## src/rtl/control_unit.sv

```systemverilog
// rtl/control_unit.sv - multi-cycle fetch/decode/execute control unit for a 16-bit datapath
// Define CU_ILLEGAL_TRAP_EN to halt with a sticky illegal flag on opcodes 0xE/0xF (default: NOP).
module control_unit #(
    parameter logic [3:0] OP_ADD   = 4'h0,
    parameter logic [3:0] OP_PASSB = 4'hF
) (
    input  logic        clk,
    input  logic        reset,
    input  logic        start,
    output logic [7:0]  imem_addr,
    input  logic [15:0] imem_data,
    input  logic        V,
    input  logic        C,
    input  logic        N,
    input  logic        Z,
    output logic        load_en,
    output logic        data_sel,
    output logic        const_sel,
    output logic [3:0]  A_sel,
    output logic [3:0]  B_sel,
    output logic [3:0]  dest_sel,
    output logic [3:0]  op_sel,
    output logic [15:0] const_in,
    output logic        dmem_re,
    output logic        dmem_we,
    output logic        halted,
    output logic        illegal
);

    typedef enum logic [2:0] {
        IDLE,
        FETCH,
        DECODE,
        EXEC,
        MEM,
        HALT
    } state_t;

    state_t      state_q, state_d;
    logic [7:0]  pc_q, pc_d;
    logic [15:0] ir_q, ir_d;
    logic [3:0]  flags_q, flags_d;  // {V, C, N, Z}

    logic [3:0]  opcode, rd, ra, rb;
    logic [7:0]  imm8;
    logic        br_taken;
    logic        load_en_c, dmem_we_c;

    assign opcode = ir_q[15:12];
    assign rd     = ir_q[11:8];
    assign ra     = ir_q[7:4];
    assign rb     = ir_q[3:0];
    assign imm8   = ir_q[7:0];

    assign imem_addr = pc_q;
    assign halted    = (state_q == HALT);

`ifdef CU_ILLEGAL_TRAP_EN
    logic illegal_q, illegal_d;
    assign illegal = illegal_q;
`else
    assign illegal = 1'b0;
`endif

    always_comb begin
        br_taken = 1'b0;
        case (rd)
            4'd0:    br_taken = 1'b1;
            4'd1:    br_taken = flags_q[0];
            4'd2:    br_taken = ~flags_q[0];
            4'd3:    br_taken = flags_q[1];
            4'd4:    br_taken = flags_q[2];
            4'd5:    br_taken = flags_q[3];
            default: br_taken = 1'b0;
        endcase
    end

    always_comb begin
        state_d = state_q;
        pc_d    = pc_q;
        ir_d    = ir_q;
        flags_d = flags_q;
`ifdef CU_ILLEGAL_TRAP_EN
        illegal_d = illegal_q;
`endif
        case (state_q)
            IDLE: begin
                if (start) state_d = FETCH;
            end
            FETCH:  state_d = DECODE;
            DECODE: begin
                // Synchronous ROM: the word addressed during FETCH is valid now.
                ir_d    = imem_data;
                pc_d    = pc_q + 8'd1;
                state_d = EXEC;
            end
            EXEC: begin
                state_d = FETCH;
                case (opcode)
                    4'h0, 4'h1, 4'h2, 4'h3, 4'h4, 4'h5, 4'h6, 4'h7, 4'h9:
                        flags_d = {V, C, N, Z};
                    4'hA: state_d = MEM;
                    4'hC: begin
                        // pc already points past the branch; 8-bit add wraps like the sign-extended offset.
                        if (br_taken) pc_d = pc_q + imm8;
                    end
                    4'hD: state_d = HALT;
                    4'hE, 4'hF: begin
`ifdef CU_ILLEGAL_TRAP_EN
                        state_d   = HALT;
                        illegal_d = 1'b1;
`endif
                    end
                    default: ;
                endcase
            end
            MEM:     state_d = FETCH;
            HALT:    state_d = HALT;
            default: state_d = IDLE;
        endcase
    end

    always_ff @(posedge clk) begin
        if (reset) begin
            state_q <= IDLE;
            pc_q    <= 8'd0;
            ir_q    <= 16'd0;
            flags_q <= 4'd0;
`ifdef CU_ILLEGAL_TRAP_EN
            illegal_q <= 1'b0;
`endif
        end else begin
            state_q <= state_d;
            pc_q    <= pc_d;
            ir_q    <= ir_d;
            flags_q <= flags_d;
`ifdef CU_ILLEGAL_TRAP_EN
            illegal_q <= illegal_d;
`endif
        end
    end

    always_comb begin
        load_en_c = 1'b0;
        dmem_we_c = 1'b0;
        data_sel  = 1'b0;
        const_sel = 1'b0;
        A_sel     = 4'd0;
        B_sel     = 4'd0;
        dest_sel  = 4'd0;
        op_sel    = 4'd0;
        const_in  = 16'd0;
        dmem_re   = 1'b0;
        if (state_q == EXEC) begin
            case (opcode)
                4'h0, 4'h1, 4'h2, 4'h3, 4'h4, 4'h5, 4'h6, 4'h7: begin
                    op_sel    = {1'b0, opcode[2:0]};
                    A_sel     = ra;
                    B_sel     = rb;
                    dest_sel  = rd;
                    load_en_c = 1'b1;
                end
                4'h8: begin
                    dest_sel  = rd;
                    const_sel = 1'b1;
                    const_in  = {{8{imm8[7]}}, imm8};
                    op_sel    = OP_PASSB;
                    load_en_c = 1'b1;
                end
                4'h9: begin
                    dest_sel  = rd;
                    A_sel     = ra;
                    const_sel = 1'b1;
                    const_in  = {12'd0, rb};
                    op_sel    = OP_ADD;
                    load_en_c = 1'b1;
                end
                4'hA: begin
                    A_sel   = ra;
                    dmem_re = 1'b1;
                end
                4'hB: begin
                    A_sel     = ra;
                    B_sel     = rb;
                    dmem_we_c = 1'b1;
                end
                default: ;
            endcase
        end else if (state_q == MEM) begin
            A_sel     = ra;
            dest_sel  = rd;
            data_sel  = 1'b1;
            load_en_c = 1'b1;
        end
    end

    // Writes must not commit on an edge where reset is sampled.
    assign load_en = load_en_c & ~reset;
    assign dmem_we = dmem_we_c & ~reset;

endmodule
```

## config.mk

```make
export PLATFORM = sky130hd
export DESIGN_NAME = control_unit
export DESIGN_NICKNAME = d
export VERILOG_FILES = /design/src/rtl/control_unit.sv
export SDC_FILE = /design/constraint.sdc
export NUM_CORES = 1
export LEC_CHECK = 0
export ABC_AREA = 1
export ABC_CLOCK_PERIOD_IN_PS = 7160
export CORE_MARGIN = 1.5
export CORE_UTILIZATION = 50
export CTS_BUF_LIST = sky130_fd_sc_hd__clkbuf_8
export CTS_CLUSTER_SIZE = 16
export DETAILED_ROUTE_END_ITERATION = 6
export PLACE_DENSITY_LB_ADDON = 0.1
export SETUP_SLACK_MARGIN = 0.3
export SYNTH_ARGS = -nofsm -noshare
export SYNTH_HDL_FRONTEND = slang
export SYNTH_SLANG_ARGS = --single-unit
```

## constraint.sdc

```tcl
create_clock -name clk -period 7.16 [get_ports clk]
set_clock_uncertainty 0.15 [all_clocks]
set_input_delay 1.79 -clock clk [delete_from_list [all_inputs] [get_ports clk]]
set_output_delay 1.79 -clock clk [all_outputs]
set_load 0.05 [all_outputs]
```

* Word-level counts from Yosys, hierarchy flattened
Index checks and enable logic that the tools add are counted.
** Word-level totals
- Bits of input ports :: 23
- Output and inout bits :: 47
- Word-level logic and storage cells :: 77
- Register bits :: 31
** Cells by class
- Equality and inequality tests :: 26
- Add/subtract/negate cells :: 2
- Mux-type cells :: 29
- Bitwise gates (word level) :: 4
- Reductions and logical operators :: 12
** Operators with widths (count)
- $mux W4 :: 9
- $pmux W16 S2 :: 1
- $eq A4 B3 Y1 const B :: 6
- $eq A4 B4 Y1 const B :: 6
- $pmux W3 S6 :: 1
- $reduce_or A9 Y1 :: 2
- $eq A4 B2 Y1 const B :: 4
- $mux W16 :: 1
- $mux W8 :: 2
- $pmux W8 S2 :: 1
- $reduce_or A11 Y1 :: 1
- $mux W1 :: 10
- $reduce_or A10 Y1 :: 1
- $add A8 B1 Y8 const B :: 1
- $add A8 B8 Y8 :: 1
- $eq A4 B1 Y1 const B :: 2
- $logic_not A4 Y1 :: 2
- $pmux W4 S2 :: 1
- $reduce_or A8 Y1 :: 1
- $eq A3 B2 Y1 const B :: 2
- $eq A3 B3 Y1 const B :: 2
- $pmux W1 S6 :: 1
- $pmux W3 S2 :: 1
- $ne A2 B2 Y1 const B :: 2
- other kinds (10) :: 12

* Logic depth before layout (Yosys ltp)
- Depth in word-level cells :: 5
- Mapped depth :: 15
- Depth with buffers taken out :: 14

* Worst setup path before layout
OpenSTA, ideal clock, no wires.
- Path type :: flip-flop to output port
- Start :: reg state_q[1]
- End :: out const_in[10]
- Data required time :: 5.220 ns
- Buffers on the path :: 1
- Stages on the path, launching flop included :: 8
- Setup slack :: 2.209 ns
- Arrival time :: 3.011 ns
- Cells stage by stage :: dfxtp_1 nand2_2 nor2_4 inv_1 nor2_1 inv_1 nor2_1 buf_4
** Between the ends
- Cells in the longest elaborated chain, start to end :: 2
** Ends and longest elaborated chain
- start: declaration :: RTL line 39 : state_t state_q, state_d;
- start signal: assignment :: RTL line 133 : state_q <= state_d;
- $eq A3 B2 Y1 :: RTL line 154 : if (state_q == EXEC) begin
- $mux W16 :: RTL line 154
- end: declaration :: RTL line 23 : output logic [15:0] const_in,
No other way between the ends.

* Final worst setup path
- Start :: in reset
- End :: out dmem_we
** Between the ends
- Cells in the longest elaborated chain, start to end :: 2
** Ends and longest elaborated chain
- start: declaration :: RTL line 8 : input logic reset,
- $not A1 Y1 :: RTL line 199 : assign dmem_we = dmem_we_c & ~reset;
- $and A1 B1 Y1 :: RTL line 199
- end: declaration :: RTL line 25 : output logic dmem_we,
No other way between the ends.

==> results.md <==
- Count of hold-fix buffers inserted at cts: 0
- Type of destination of the critical path: output pin
- Number of I/O port buffers: 68
- Area taken by flip-flops and latches: 621 µm²
- Min-delay worst type: flip-flop to flip-flop
- Core Region: between 3000 and 4000 µm²
- P per Cell Area: approximately 170 nW/µm²
- Post-detailed-route via-to-cell ratio: 5.04
- Count of nets after finishing: between 300 and 400
- Count of cell types in the netlist: 31
- Number of primary I/O pins: 70
- Fin crit period: 5600 ps
- Initial antenna violation count: 0
- End of the worst register-to-register path: imem_addr[6]
- Max-Slew Margin vs Limit: 61.1%
- Highest fanout seen on the critical path: 30
- Kind of start point of the critical path: input port
- Die height: about 66 µm
- Number of stages on the worst hold path: 2
- Peak-usage layer in the global routing report: met2
- Register area share after synthesis: 31.5%
- WP data required: 5220 ps
- First-pass GRT wire length: 7.97 mm
- Upper clock frequency limit: 0.179 GHz
- Maximum buffer depth of the clock tree: 2
- Outcome: completed
- Final number of max-transition violations: 0
- Final instance area: 2680 µm²
- Seq cells post-synth: 31
- Final Instance Count excl. Fillers: about 400
- Antenna viol nets, final: 0
- Pleak: around 1.1 nW
- Global placer's final weighted congestion: 0.837
- Buffers inserted during post-CTS setup optimization: 0
- Most used standard cells in the synthesized netlist: 49 x sky130_fd_sc_hd__nor2_1, 47 x sky130_fd_sc_hd__inv_1, 45 x sky130_fd_sc_hd__nand2_1, 32 x sky130_fd_sc_hd__a21oi_1, 31 x sky130_fd_sc_hd__dfxtp_1
- Accumulated negative setup slack: 0 ps
- Avg Synthesized Cell Area: roughly 6.5 µm²
- Most frequent cell after synthesis: sky130_fd_sc_hd__nor2_1
- Placed cell area: roughly 2600 µm²
- Number of DRC violations after detailed-routing iteration 0: 120
- Cell area after technology mapping: 1970 µm²
- Top cells by area, synth: sky130_fd_sc_hd__dfxtp_1 31%, sky130_fd_sc_hd__nor2_1 9.3%, sky130_fd_sc_hd__inv_1 9.0%
- Period utilization: 78.2%
- Clock transition at the register clock pins on the worst setup and hold paths after CTS: roughly 60 ps
- Worst Min Path Start: flags_q[3]
- Worst reg-to-reg setup slack: 4540 ps
- Met1 track demand over resource: 30.2%
- Overflow left after global routing: 0
- Startpoint of the most critical register-to-register path: state_q[1]
- Endpoints failing hold: 0
- Dominant synthesized flop cell: sky130_fd_sc_hd__dfxtp_1
- X dimension of the die: about 66 µm
- Cell accounting for the most synthesized area: sky130_fd_sc_hd__dfxtp_1
- Final wirelength: ~4.9 mm
- Crit Path Category: input port to output pin
- Gate count of the mapped netlist: 303
- Worst supply voltage drop on vdd: 0.120 mV
- Inserted Diodes: 0
- HPWL after detailed placement: around 3.6 mm
- Total placed cells including tap cells: about 400
- Clk_lat worst skew: around 300 ps
- Met3 track demand over resource in global routing: 6.81%
- Filler cell count in the final layout: ~330
- Die outline area: 4330 µm²
- Net count of the mapped netlist: 334
- Average wire per cell in the routed design: 12.0 µm
- Clock buffer count from CTS: 5
- Aggregate global-route resource usage: between 20% and 30%
- Starting density of the core: roughly 53%
- Growth of design area from synthesis to finish: 35.9%
- Async set or reset register ratio after synthesis: 0%
- Overall via count from detail_route: 2,060
- Row count: 22
- Via count of the first global-routing pass: 1,839
- Reg2reg path depth: 14
- Count of TritonRoute iterations in the first routing pass: 4
- Proportion of layout cells with a drive suffix above 1: 3.88%
- Tot Pwr: 455 µW
- Root Buffer Master: sky130_fd_sc_hd__clkbuf_8
- TritonCTS clock tree: built
- RSZ-0062 raised after global routing: false
- Slew @ Worst Pin: 578 ps
- Crit path DAT: 3660 ps
- Count of final setup violators: 0
- Post-synth EDFFs: 0
- Largest net degree at the start of global routing: 31
- Warnings, synthesis: 0
- Number of H-tree levels: 2
- Footprint of the multi-input gates: 1050 µm²
- Max Cap Viol: 0
- DRC violation count after routing: 0
- Endpoint with the worst hold slack: flags_q[3]
- Total of cells resized after clock tree synthesis: 0
- Sinks on the clock net: 31
- Share of the synthesized area in the top cell type: 31.5%
- GR met2 Demand/Resource: 38.8%
-- stage by stage --
step / hold slack, ps / setup slack, ps / utilization, %
finish: 294 / 1560 / 72.1
global route: 323 / 1460 / 72.1
CTS: 298 / 1580 / 72.1
detailed placement: 289 / 1570 / 70.1
global placement: 286 / 1620 / 70.1
floorplan: 274 / 2210 / -
-- area by class of cell --
type | count | share of cell area (%)
clock buffers | 5 | 2.57
clock inverters | 1 | 0.140
inverters | 47 | 6.59
multi-input cells | 207 | 39.3
flip-flops and latches | 31 | 23.2
well taps | 48 | 2.24
repair buffers | 70 | 26.0
-- where the power goes --
part / leakage [nW] / switching (mW) / internal, mW / total [mW]
Sequential: 0.253 / 0.0135 / 0.189 / 0.203
Clock: 0.0413 / 0.0639 / 0.0632 / 0.127
Combinational: 0.806 / 0.0785 / 0.0466 / 0.125
Total: 1.10 / 0.156 / 0.299 / 0.455
-- kinds of logic (layout without fill, tap and decap cells) --
kind of cell,count (synthesis),after routing,share of synthesized area [%]
compound gates,66,66,18.2
xor+xnor,3,3,1.33
fa+ha+maj,8,8,5.46
buf+inv,65,123,15.1
flops,31,31,31.5
other cells,1,1,0.190
simple gates,129,129,28.3
-- metal layers --
metal / vias to the layer above / share of wire [%]
met3: 9 / 5.9
li1: 1078 / -
met5: - / 0
met2: 65 / 47
met4: 0 / 2.2
met1: 908 / 45
-- worst max-delay path by stage --
stage,slack [ps],from,end,cells after the start
after global routing,1460,reset,dmem_we,6
after floorplan,2210,state_q[1],const_in[10],7
final,1560,reset,dmem_we,6
after CTS,1580,reset,dmem_we,6
after detailed placement,1570,reset,dmem_we,6
after global placement,1620,reset,dmem_we,6
-- flip-flops by register name, indices dropped and copies added (netlist names) --
signal     flops
flags_q        4
imem_addr      8
ir_q          16
state_q        3
-- layout by cell type (no fill, tap or decap), types with 2 or more instances in the layout --
cell type	count
sky130_fd_sc_hd__nand2_1	45
sky130_fd_sc_hd__inv_1	48
sky130_fd_sc_hd__o21ai_0	27
sky130_fd_sc_hd__nor2_1	49
sky130_fd_sc_hd__ha_1	7
sky130_fd_sc_hd__dfxtp_1	31
sky130_fd_sc_hd__buf_4	2
sky130_fd_sc_hd__clkdlybuf4s50_1	68
sky130_fd_sc_hd__clkbuf_8	5
sky130_fd_sc_hd__xor2_1	3
sky130_fd_sc_hd__o31ai_1	2
sky130_fd_sc_hd__nand4_1	2
sky130_fd_sc_hd__nor3_1	4
sky130_fd_sc_hd__nand3_1	21
sky130_fd_sc_hd__a21oi_1	32
sky130_fd_sc_hd__nand3b_1	2
-- critical path, cell delays in order --
cell,delay [ps]
sky130_fd_sc_hd__clkdlybuf4s50_1,460
sky130_fd_sc_hd__inv_1,70
sky130_fd_sc_hd__buf_4,280
sky130_fd_sc_hd__nand3_1,110
sky130_fd_sc_hd__nor2_1,110
sky130_fd_sc_hd__clkdlybuf4s50_1,820
Note: power is estimated with default switching activity, not from simulation.
